--- config.mk ---
export PLATFORM = sky130hd
export DESIGN_NAME = uart_tx_mmio
export DESIGN_NICKNAME = d
export VERILOG_FILES = /design/src/rtl/uart_pkg.sv /design/src/rtl/uart_tx_mmio_sync_fifo.sv /design/src/rtl/uart_tx_mmio.sv
export SDC_FILE = /design/constraint.sdc
export NUM_CORES = 1
export LEC_CHECK = 0
export CORE_MARGIN = 5
export CORE_UTILIZATION = 30
export CTS_CLUSTER_DIAMETER = 120
export DETAILED_ROUTE_END_ITERATION = 10
export PLACE_DENSITY = 0.53
export SLEW_MARGIN = 10
export SYNTH_ARGS = -nofsm -noshare
export SYNTH_HDL_FRONTEND = slang
export SYNTH_SLANG_ARGS = --single-unit
--- constraint.sdc ---
create_clock -name clk -period 3.5 [get_ports clk]
set_input_delay 1.05 -clock clk [delete_from_list [all_inputs] [get_ports clk]]
set_output_delay 1.05 -clock clk [all_outputs]
set_load 0.005 [all_outputs]
--- src/rtl/uart_pkg.sv ---
// Shared definitions for the memory-mapped UART transmitter: serializer
// states, register offsets, STATUS bit positions and the divisor clamp.
package uart_pkg;

    typedef enum logic [1:0] {
        IDLE  = 2'd0,
        START = 2'd1,
        DATA  = 2'd2,
        STOP  = 2'd3
    } uart_state_e;

    // Peripheral-local byte offsets of the registers
    localparam int unsigned TXDATA_OFS = 32'd0;
    localparam int unsigned STATUS_OFS = 32'd4;
    localparam int unsigned BAUD_OFS   = 32'd8;

    // STATUS register bit positions
    localparam int unsigned STAT_BUSY_BIT  = 32'd0;
    localparam int unsigned STAT_FULL_BIT  = 32'd1;
    localparam int unsigned STAT_EMPTY_BIT = 32'd2;
    localparam int unsigned STAT_OVF_BIT   = 32'd3;

    // Smallest divisor the serializer can run with
    localparam logic [15:0] BAUD_MIN = 16'd2;

    // Divisors below the minimum are stored as the minimum
    function automatic logic [15:0] clamp_baud(input logic [15:0] value);
        logic [15:0] result;
        if (value < BAUD_MIN) begin
            result = BAUD_MIN;
        end else begin
            result = value;
        end
        return result;
    endfunction

endpackage

--- src/rtl/uart_tx_mmio_sync_fifo.sv ---
// Synchronous FIFO with show-ahead read data. A push into a full FIFO is
// accepted only when a pop happens in the same cycle.
module sync_fifo #(
    parameter int WIDTH = 8,
    parameter int DEPTH = 8
) (
    input  logic                     i_clk,
    input  logic                     i_rst_n,
    input  logic                     i_push,
    input  logic                     i_pop,
    input  logic [WIDTH-1:0]         i_wdata,
    output logic [WIDTH-1:0]         o_rdata,
    output logic                     o_full,
    output logic                     o_empty,
    output logic [$clog2(DEPTH):0]   o_count
);

    localparam int PTR_W = $clog2(DEPTH);
    localparam int CNT_W = PTR_W + 1;

    logic [WIDTH-1:0] r_mem [DEPTH];
    logic [PTR_W-1:0] r_wr_ptr;
    logic [PTR_W-1:0] r_rd_ptr;
    logic [CNT_W-1:0] r_count;

    logic w_do_pop;
    logic w_do_push;

    assign o_full    = (r_count == CNT_W'(DEPTH));
    assign o_empty   = (r_count == CNT_W'(0));
    assign o_count   = r_count;
    assign o_rdata   = r_mem[r_rd_ptr];
    assign w_do_pop  = i_pop & ~o_empty;
    assign w_do_push = i_push & (~o_full | w_do_pop);

    // Pointer and occupancy bookkeeping; pointers wrap modulo DEPTH
    always_ff @(posedge i_clk) begin
        if (!i_rst_n) begin
            r_wr_ptr <= PTR_W'(0);
            r_rd_ptr <= PTR_W'(0);
            r_count  <= CNT_W'(0);
        end else begin
            if (w_do_push) begin
                r_wr_ptr <= r_wr_ptr + PTR_W'(1);
            end
            if (w_do_pop) begin
                r_rd_ptr <= r_rd_ptr + PTR_W'(1);
            end
            case ({w_do_push, w_do_pop})
                2'b10:   r_count <= r_count + CNT_W'(1);
                2'b01:   r_count <= r_count - CNT_W'(1);
                default: r_count <= r_count;
            endcase
        end
    end

    // Storage array; contents are don't-care until written
    always_ff @(posedge i_clk) begin
        if (w_do_push) begin
            r_mem[r_wr_ptr] <= i_wdata;
        end
    end

endmodule

--- src/rtl/uart_tx_mmio.sv ---
// Memory-mapped 8N1 UART transmitter. Stores to TXDATA queue bytes in a
// FIFO; the serializer drains it at the programmed baud divisor. STATUS
// lets firmware poll for space and completion.
module uart_tx_mmio
    import uart_pkg::*;
#(
    parameter int CLKS_PER_BIT = 868,
    parameter int FIFO_DEPTH   = 8,
    parameter int ADDR_W       = 4
) (
    input  logic              clk,
    input  logic              reset,
    input  logic [ADDR_W-1:0] addr,
    input  logic [31:0]       wdata,
    input  logic              we,
    input  logic              re,
    output logic [31:0]       rdata,
    output logic              tx,
    output logic              irq
);

    localparam int          CNT_W    = $clog2(FIFO_DEPTH) + 1;
    localparam logic [15:0] BAUD_RST = 16'(CLKS_PER_BIT);

    // Register state
    logic [15:0]  r_baud;
    logic         r_ovf;

    // Serializer state
    uart_state_e  r_state;
    logic [15:0]  r_baud_cnt;
    logic [2:0]   r_bit_idx;
    logic [7:0]   r_shift;
    logic         r_tx;

    // Serializer next-state values
    uart_state_e  w_state_nxt;
    logic [15:0]  w_baud_cnt_nxt;
    logic [2:0]   w_bit_idx_nxt;
    logic [7:0]   w_shift_nxt;
    logic         w_tx_nxt;

    // Decode and FIFO handshake
    logic         w_sel_tx;
    logic         w_sel_stat;
    logic         w_sel_baud;
    logic         w_push;
    logic         w_pop;
    logic         w_ovf_set;
    logic         w_ovf_clr;
    logic         w_cnt_done;
    logic [15:0]  w_reload;
    logic [2:0]   w_bit_inc;
    logic [7:0]   w_fifo_rdata;
    logic         w_fifo_full;
    logic         w_fifo_empty;
    logic [CNT_W-1:0] w_fifo_count;
    logic         w_unused_wdata;

    assign w_sel_tx   = (addr == ADDR_W'(TXDATA_OFS));
    assign w_sel_stat = (addr == ADDR_W'(STATUS_OFS));
    assign w_sel_baud = (addr == ADDR_W'(BAUD_OFS));

    assign w_push     = we & w_sel_tx;
    assign w_pop      = (r_state == IDLE) & ~w_fifo_empty;
    assign w_ovf_set  = w_push & w_fifo_full & ~w_pop;
    assign w_ovf_clr  = we & w_sel_stat & wdata[STAT_OVF_BIT];

    assign w_cnt_done = (r_baud_cnt == 16'd0);
    assign w_reload   = r_baud - 16'd1;
    assign w_bit_inc  = r_bit_idx + 3'd1;

    // Upper store bits have no destination in this peripheral
    assign w_unused_wdata = &{1'b0, wdata[31:16]};

    assign tx  = r_tx;
    assign irq = (r_state == IDLE) & (w_fifo_count == CNT_W'(0));

    sync_fifo #(
        .WIDTH (8),
        .DEPTH (FIFO_DEPTH)
    ) u_fifo (
        .i_clk   (clk),
        .i_rst_n (reset),
        .i_push  (w_push),
        .i_pop   (w_pop),
        .i_wdata (wdata[7:0]),
        .o_rdata (w_fifo_rdata),
        .o_full  (w_fifo_full),
        .o_empty (w_fifo_empty),
        .o_count (w_fifo_count)
    );

    // Baud divisor and sticky overflow; a new overflow beats a clear
    always_ff @(posedge clk) begin
        if (!reset) begin
            r_baud <= BAUD_RST;
            r_ovf  <= 1'b0;
        end else begin
            if (we && w_sel_baud) begin
                r_baud <= clamp_baud(wdata[15:0]);
            end
            if (w_ovf_set) begin
                r_ovf <= 1'b1;
            end else if (w_ovf_clr) begin
                r_ovf <= 1'b0;
            end
        end
    end

    // Serializer next-state and datapath; tx is computed one edge ahead
    always_comb begin
        w_state_nxt    = r_state;
        w_baud_cnt_nxt = r_baud_cnt;
        w_bit_idx_nxt  = r_bit_idx;
        w_shift_nxt    = r_shift;
        w_tx_nxt       = r_tx;
        case (r_state)
            IDLE: begin
                w_tx_nxt = 1'b1;
                if (!w_fifo_empty) begin
                    w_state_nxt    = START;
                    w_shift_nxt    = w_fifo_rdata;
                    w_baud_cnt_nxt = w_reload;
                    w_tx_nxt       = 1'b0;
                end else begin
                    w_baud_cnt_nxt = 16'd0;
                end
            end
            START: begin
                if (w_cnt_done) begin
                    w_state_nxt    = DATA;
                    w_baud_cnt_nxt = w_reload;
                    w_bit_idx_nxt  = 3'd0;
                    w_tx_nxt       = r_shift[0];
                end else begin
                    w_baud_cnt_nxt = r_baud_cnt - 16'd1;
                end
            end
            DATA: begin
                if (w_cnt_done) begin
                    w_baud_cnt_nxt = w_reload;
                    if (r_bit_idx == 3'd7) begin
                        w_state_nxt   = STOP;
                        w_bit_idx_nxt = 3'd0;
                        w_tx_nxt      = 1'b1;
                    end else begin
                        w_bit_idx_nxt = w_bit_inc;
                        w_tx_nxt      = r_shift[w_bit_inc];
                    end
                end else begin
                    w_baud_cnt_nxt = r_baud_cnt - 16'd1;
                end
            end
            STOP: begin
                if (w_cnt_done) begin
                    w_state_nxt    = IDLE;
                    w_baud_cnt_nxt = 16'd0;
                    w_tx_nxt       = 1'b1;
                end else begin
                    w_baud_cnt_nxt = r_baud_cnt - 16'd1;
                end
            end
            default: begin
                w_state_nxt    = IDLE;
                w_baud_cnt_nxt = 16'd0;
                w_bit_idx_nxt  = 3'd0;
                w_tx_nxt       = 1'b1;
            end
        endcase
    end

    // Serializer state register; reset aborts any frame in flight
    always_ff @(posedge clk) begin
        if (!reset) begin
            r_state    <= IDLE;
            r_baud_cnt <= 16'd0;
            r_bit_idx  <= 3'd0;
            r_shift    <= 8'd0;
            r_tx       <= 1'b1;
        end else begin
            r_state    <= w_state_nxt;
            r_baud_cnt <= w_baud_cnt_nxt;
            r_bit_idx  <= w_bit_idx_nxt;
            r_shift    <= w_shift_nxt;
            r_tx       <= w_tx_nxt;
        end
    end

    // Load data path; zero whenever no load is in progress
    always_comb begin
        rdata = 32'd0;
        if (re) begin
            if (w_sel_stat) begin
                rdata[STAT_BUSY_BIT]  = (r_state != IDLE);
                rdata[STAT_FULL_BIT]  = w_fifo_full;
                rdata[STAT_EMPTY_BIT] = w_fifo_empty;
                rdata[STAT_OVF_BIT]   = r_ovf;
            end else if (w_sel_baud) begin
                rdata = {16'd0, r_baud};
            end else begin
                rdata = 32'd0;
            end
        end else begin
            rdata = 32'd0;
        end
    end

endmodule

==> impl_metrics.env, run 1 <==
export IMPL_status="complete, no violations"
export IMPL_h_tree_depth=4
export IMPL_postRouteAntennaNets=0
export IMPL_dp_hpwl_um=9570
export IMPL_drc=0
export IMPL_diodes=0
export IMPL_wire_per_inst_um=15.4
export IMPL_synth_fa_ha_area_share_pct=3.52
export IMPL_synth_area_per_cell_um2=11.3
export IMPL_die_y_um=150
export IMPL_cellLeakagePower_nw=2.80
export IMPL_cp_cell_sequence="clkdlybuf4s15_1 > or3_4 > nor2_4 > buf_6 > buf_6 > a22oi_1 > nor2b_1 > buf_2"
export IMPL_grt_max_degree=39
export IMPL_final_area_um2=7370
export IMPL_final_layout_size_suffix_gt1_share_pct=18.9
export IMPL_synth_top_cell_area_share_pct=32.6
export IMPL_viasPerCell=4.77
export IMPL_hold_depth=2
export IMPL_synthSimpleGateAreaFrac_pct=18.2
export IMPL_tightest_slew_ns=1.10
export IMPL_reg2reg_from="u_fifo.o_count[3]$_SDFFE_PN0P_"
export IMPL_synthFlopType="edfxtp_1"
export IMPL_overflow=0
export IMPL_yosys_warnings=0
export IMPL_die_x_um=150
export IMPL_cts_max_path_buffers=2
export IMPL_grtUsageTotal_pct=12.4
export IMPL_totalWireLength_um=13500
export IMPL_post_route_min_period_ns=3.37
export IMPL_setup_viol=0
export IMPL_powerDensity_nw_per_um2=687
export IMPL_hold_violations=0
export IMPL_critical_path_class="in -> out"
export IMPL_crit_path_max_incr_delay_ns=0.35
export IMPL_async_flop_share_pct=0
export IMPL_cp_common_cell="buf_6"
export IMPL_min_from="r_bit_idx[1]$_SDFFE_PN0P_"
export IMPL_ys_ff_latch=121
export IMPL_cts_root_buf="clkbuf_16"
export IMPL_cts_buffers=17
export IMPL_portBuffers=41
export IMPL_syn_inst=523
export IMPL_timing_final_max_slew_violations=0
export IMPL_finalPower_w=0.00506
export IMPL_period_share_pct=96.2
export IMPL_grt_pass1_wl_um=21700
export IMPL_rsz0062_at_grt="no"
export IMPL_row_count=51
export IMPL_drt_initial_drc_count=251
export IMPL_cap_violations=0
export IMPL_fmaxAchievable_ghz=0.297
export IMPL_yosysSeqAreaShare_pct=51.9
export IMPL_num_fill_cells=1924
export IMPL_cts_tree="done"
export IMPL_nNetsFinal=658
export IMPL_synth_mux_area_share_pct=8.70
export IMPL_synthDistinctLibCells=55
export IMPL_ir_drop_mv=0.340
export IMPL_postPlaceCellArea_um2=6740
export IMPL_grt_pass1_vias=4137
export IMPL_required_ns=2.45
export IMPL_synth_top_family_by_area="simple AND/OR/NAND/NOR gates"
export IMPL_io_pins=74
export IMPL_dieArea_um2=22600
export IMPL_cp_top_family="simple AND/OR/NAND/NOR gates"
export IMPL_area_growth_synth_to_final_pct=24.9
export IMPL_synthXorXnorAreaFrac_pct=4.75
export IMPL_worst_clock_skew_ns=0.00987
export IMPL_place_congestion=0.849
export IMPL_yosys_area_top_type="edfxtp_1"
export IMPL_synth_compound_area_share_pct=8.32
export IMPL_r2r_setup_slack_ns=0.68
export IMPL_min_to="r_bit_idx[1]$_SDFFE_PN0P_"
export IMPL_r2r_end="u_fifo.o_count[3]$_SDFFE_PN0P_"
export IMPL_ff2ff_path_depth=10
export IMPL_path_clk_slew_ns=0.05
export IMPL_crit_path_end_kind="output port"
export IMPL_holdCritPathClass="reg -> reg"
export IMPL_syn_area_um2=5900
export IMPL_synth_edff_count=64
export IMPL_core_um2=19400
export IMPL_antenna_found_initial=0
export IMPL_vias=4194
export IMPL_numClockSinks=121
export IMPL_crit_path_max_fanout=3
export IMPL_critical_path_arrival_ns=2.32
export IMPL_worst_path_buf_inv=4
export IMPL_synth_area_leaders="edfxtp_1 33%, dfxtp_1 19%, mux4_2 6.1%"
export IMPL_critPathSlowestCell="or3_4"
export IMPL_critPathLaunchType="input pin"
export IMPL_relSlewSlack_pct=26.5
export IMPL_drt_first_pass_iters=4
export IMPL_initial_core_util_pct=30.4
export IMPL_clock_latency_ns=0.41
## routing by layer
metal	vias up	wire, um	part of all wire [%]	track usage, %
met3	5	582	4.3	3.73
met5	-	0	0	0
met4	0	48	0.35	2.74
li1	2055	-	-	-
met2	89	6660	49	20.5
met1	2045	6260	46	16.2
## power by group
part           leakage [nW]  switching, W  internal, W
sequential             1.04      0.000102      0.00159
clock                 0.270      0.000597      0.00108
combinational          1.50      0.000921     0.000769
total                  2.80       0.00162      0.00344
## worst max path at each step
stage / from / to / cells after the start
after floorplan: addr[1] / u_fifo.o_count[3]$_SDFFE_PN0P_ / 10
after global placement: addr[1] / rdata[2] / 7
after detailed placement: addr[1] / rdata[2] / 7
after CTS: addr[1] / rdata[2] / 8
after global routing: addr[2] / rdata[0] / 8
final: addr[2] / rdata[2] / 8
## state kept, by name, indices dropped and copies added, names as in the netlist
name / cells
r_shift: 8
u_fifo.r_rd_ptr: 3
u_fifo.o_count: 4
r_bit_idx: 3
r_ovf: 1
r_baud_cnt: 16
r_state: 2
u_fifo.r_wr_ptr: 3
u_fifo.r_mem: 64
r_baud: 16
tx: 1
## cells in the mapped netlist, types with 14 or more instances
cell type / number
clkbuf_1: 14
dfxtp_1: 57
nand2_1: 59
nor4_1: 17
ha_1: 15
xor2_1: 17
nor2_1: 29
mux4_2: 16
inv_1: 16
edfxtp_1: 64
xnor2_1: 15
buf_4: 16
and2_1: 15
## cells by family after synthesis
group | Yosys count
compound gates | 66
fa+ha+maj | 16
xor+xnor | 32
simple gates | 203
mux | 31
flops | 121
buf+inv | 53
other cells | 1
## layout make-up
class	count	area, um2	share of cell area [%]
inverters	16	60.1	0.815
multi-input cells	364	2660	36.0
well taps	265	332	4.50
repair buffers	82	689	9.36
clock buffers	24	472	6.40
flip-flops and latches	121	3060	41.6
clock inverters	8	97.6	1.32
## placed cells by master (no fill, tap or decap), drive strengths merged, types with 3 or more instances in the layout
cell,n
edfxtp,64
nand2,59
dfxtp,57
buf,54
nor2,29
clkbuf,26
clkdlybuf4s50,21
nor4,19
xor2,17
inv,16
mux4,16
conb,16
and2,15
xnor2,15
ha,15
a21boi,15
mux2i,13
and3,13
nor3,12
nand3,12
nor2b,9
a211oi,9
o211a,8
a21oi,7
o21ai,7
nand2b,6
nand4,6
o22ai,6
or3,6
nor3b,5
a22oi,3
nand4b,3
clkinvlp,3
clkinv,3
dlygate4sd2,3
or4,3
## worst register-to-register path, delay by kind of cell, from the launching register on
| kind | cells | cell delay (ns) |
|---|---|---|
| xor gates and xnor gates | 1 | 0.09 |
| AOI/OAI and AO/OA | 3 | 0.51 |
| adders and majority gates | 2 | 0.50 |
| and+or+nand+nor | 3 | 1.06 |
| DFF | 1 | 0.35 |
| buffers and inverters | 1 | 0.23 |
## metrics by stage
stage               cells  setup WS (ns)  setup TNS (ns)  hold WS (ns)  util, %
detailed placement    837         -0.536           -8.02         0.456     34.8
global placement      837         -0.497           -7.51         0.445     34.8
floorplan             538          0.124               0         0.434        -
finish                880          0.133               0         0.460     38.0
CTS                   880         0.0346               0         0.463     38.0
global route          880         0.0459               0         0.486     38.0
## timing repair
| action | 4_1_cts | 5_1_grt |
|---|---|---|
| resized for setup | 73 | 5 |
| endpoints found under the setup margin | 16 | 3 |
| buffers inserted | 9 | 0 |
| pin swaps | 2 | 2 |
| gates cloned | 2 | 0 |
| hold endpoints to repair | 0 | 0 |
| hold buffers | 0 | 0 |
No activity file was read; power rests on OpenSTA's default activity.
==> run 2, diff against run 1 <==
- RECOVER_POWER: default -> 50
==> run 2 against run 1 <==
- clock-buffer cell count stayed put
- maximum frequency down 0.23%
- total power down 0.35%
- worst setup slack worse by 0.0077 ns
- highest routed layer unchanged
==> impl_metrics.env, run 2 (synthesis results as in run 1) <==
export IMPL_status="complete, no violations"
export IMPL_drc=0
export IMPL_cts_tree="done"
export IMPL_grt_max_degree=39
export IMPL_fmaxAchievable_ghz=0.296
export IMPL_grtUsageTotal_pct=12.4
export IMPL_placed_cells_incl_taps=837
export IMPL_hold_violations=0
export IMPL_cap_violations=0
export IMPL_crit_path_end_kind="output port"
export IMPL_antenna_found_initial=0
export IMPL_final_core_util_pct=37.8
export IMPL_totalWireLength_um=13500
export IMPL_required_ns=2.45
export IMPL_cts_buffers=17
export IMPL_cts_root_buf="clkbuf_16"
export IMPL_initial_core_util_pct=30.4
export IMPL_stdcell_count=880
export IMPL_dieArea_um2=22600
export IMPL_relSlewSlack_pct=18.2
export IMPL_wl_met3_um=565
export IMPL_wire_per_inst_um=15.4
export IMPL_io_pins=74
export IMPL_ir_drop_mv=0.339
export IMPL_period_share_pct=96.4
export IMPL_grt_pass1_wl_um=21700
export IMPL_critPathLaunchType="input pin"
export IMPL_timing_final_max_slew_violations=0
export IMPL_powerDensity_nw_per_um2=688
export IMPL_cellLeakagePower_nw=2.78
export IMPL_diodes=0
export IMPL_rsz0062_at_grt="no"
export IMPL_reg_top3="u_fifo.r_mem: 64 flops, r_baud: 16 flops, r_baud_cnt: 16 flops"
export IMPL_met2_length_um=6650
export IMPL_layout_commonest_cell="edfxtp_1"
export IMPL_die_y_um=150
export IMPL_final_layout_size_suffix_gt1_share_pct=17.6
export IMPL_crit_path_max_fanout=3
export IMPL_grt_pass1_vias=4137
export IMPL_clock_latency_ns=0.41
export IMPL_holdCritPathClass="reg -> reg"
export IMPL_num_fill_cells=1935
export IMPL_top_layer="met4"
export IMPL_vias=4189
export IMPL_overflow=0
export IMPL_tightest_slew_ns=1.23
export IMPL_post_route_min_period_ns=3.37
export IMPL_nNetsFinal=658
export IMPL_drt_initial_drc_count=256
export IMPL_worst_clock_skew_ns=0.00716
export IMPL_h_tree_depth=4
export IMPL_postRouteAntennaNets=0
export IMPL_core_um2=19400
export IMPL_drt_first_pass_iters=5
export IMPL_die_x_um=150
export IMPL_path_clk_slew_ns=0.05
export IMPL_place_congestion=0.849
export IMPL_numClockSinks=121
export IMPL_top_register="u_fifo.r_mem"
export IMPL_multi_input_area_um2=2650
export IMPL_area_growth_synth_to_final_pct=24.3
export IMPL_setup_viol=0
export IMPL_critical_path_arrival_ns=2.32
export IMPL_critical_path_class="in -> out"
export IMPL_hold_buffers=0
export IMPL_cts_max_path_buffers=2
export IMPL_row_count=51
export IMPL_largest_reg_flops=64
export IMPL_final_cell_mix="64 x edfxtp_1, 59 x nand2_1, 57 x dfxtp_1, 28 x nor2_1, 27 x buf_4"
export IMPL_dp_hpwl_um=9570
export IMPL_seq_area_um2=3060
export IMPL_portBuffers=41
export IMPL_wl_met1_um=6280
export IMPL_viasPerCell=4.76
[run 2: changes by cell type in the layout (fill, tap and decap cells not counted), sizes merged]
cell,before,now
buf,54,47
dlymetal6s4s,0,1
clkbuf,26,32
clkdlybuf4s50,21,11
dlygate4sd3,0,10
[run 2: worst paths after layout]
| check | slack [ns] | cells after the start | start | to |
|---|---|---|---|---|
| worst max-delay path | 0.13 | 8 | addr[2] | rdata[2] |
| worst min-delay path | 0.47 | 2 | r_bit_idx[2]$_SDFFE_PN0P_ | r_bit_idx[2]$_SDFFE_PN0P_ |
| worst max register to register | 0.69 | 10 | u_fifo.o_count[3]$_SDFFE_PN0P_ | u_fifo.o_count[3]$_SDFFE_PN0P_ |
| worst min register to register | 0.47 | 2 | r_bit_idx[2]$_SDFFE_PN0P_ | r_bit_idx[2]$_SDFFE_PN0P_ |
[run 2: timing repair]
action / CTS / global route
gates resized for setup: 73 / 5
setup buffers: 9 / 0
cloned: 2 / 0
endpoints found under the setup margin: 16 / 3
pin swaps: 2 / 2
[run 2: area by class of cell]
class                           count  area share [%]
Timing Repair Buffer               82            8.99
Inverter                           16           0.819
Clock buffer                       24            6.43
Multi-Input combinational cell    364            36.1
Tap cell                          265            4.52
Sequential cell                   121            41.8
Clock inverter                      8            1.33
[run 2: stage by stage]
step	setup TNS [ns]	instance area [um2]	worst slack, ns	total power (W)	hold slack (ns)
final	0	7330	0.125	0.00505	0.473
after global routing	0	7330	0.0459	0.00539	0.511
after CTS	0	7370	0.0346	0.00511	0.463
after detailed placement	-8.02	6740	-0.536	0.00341	0.456
after global placement	-7.51	6740	-0.497	0.00337	0.445
after floorplan	0	5950	0.124	0.00293	0.434
[run 2: where the power goes]
group | switching (W) | leakage [nW] | internal, W
Clock | 0.000593 | 0.270 | 0.00108
Sequential | 0.000102 | 1.04 | 0.00159
Combinational | 0.000922 | 1.47 | 0.000755
[run 2: metal layers]
metal  vias up  track usage, %
met5         -               0
met4         0            2.74
met3         7            3.73
met2        88            20.5
met1      2041            16.2
li1       2053               -
[run 2: critical path, cell delays in order]
cell,delay [ns]
clkdlybuf4s15_1,0.17
or3_4,0.35
nor2_4,0.19
buf_6,0.14
buf_6,0.08
a22oi_1,0.07
nor2b_1,0.14
buf_2,0.13
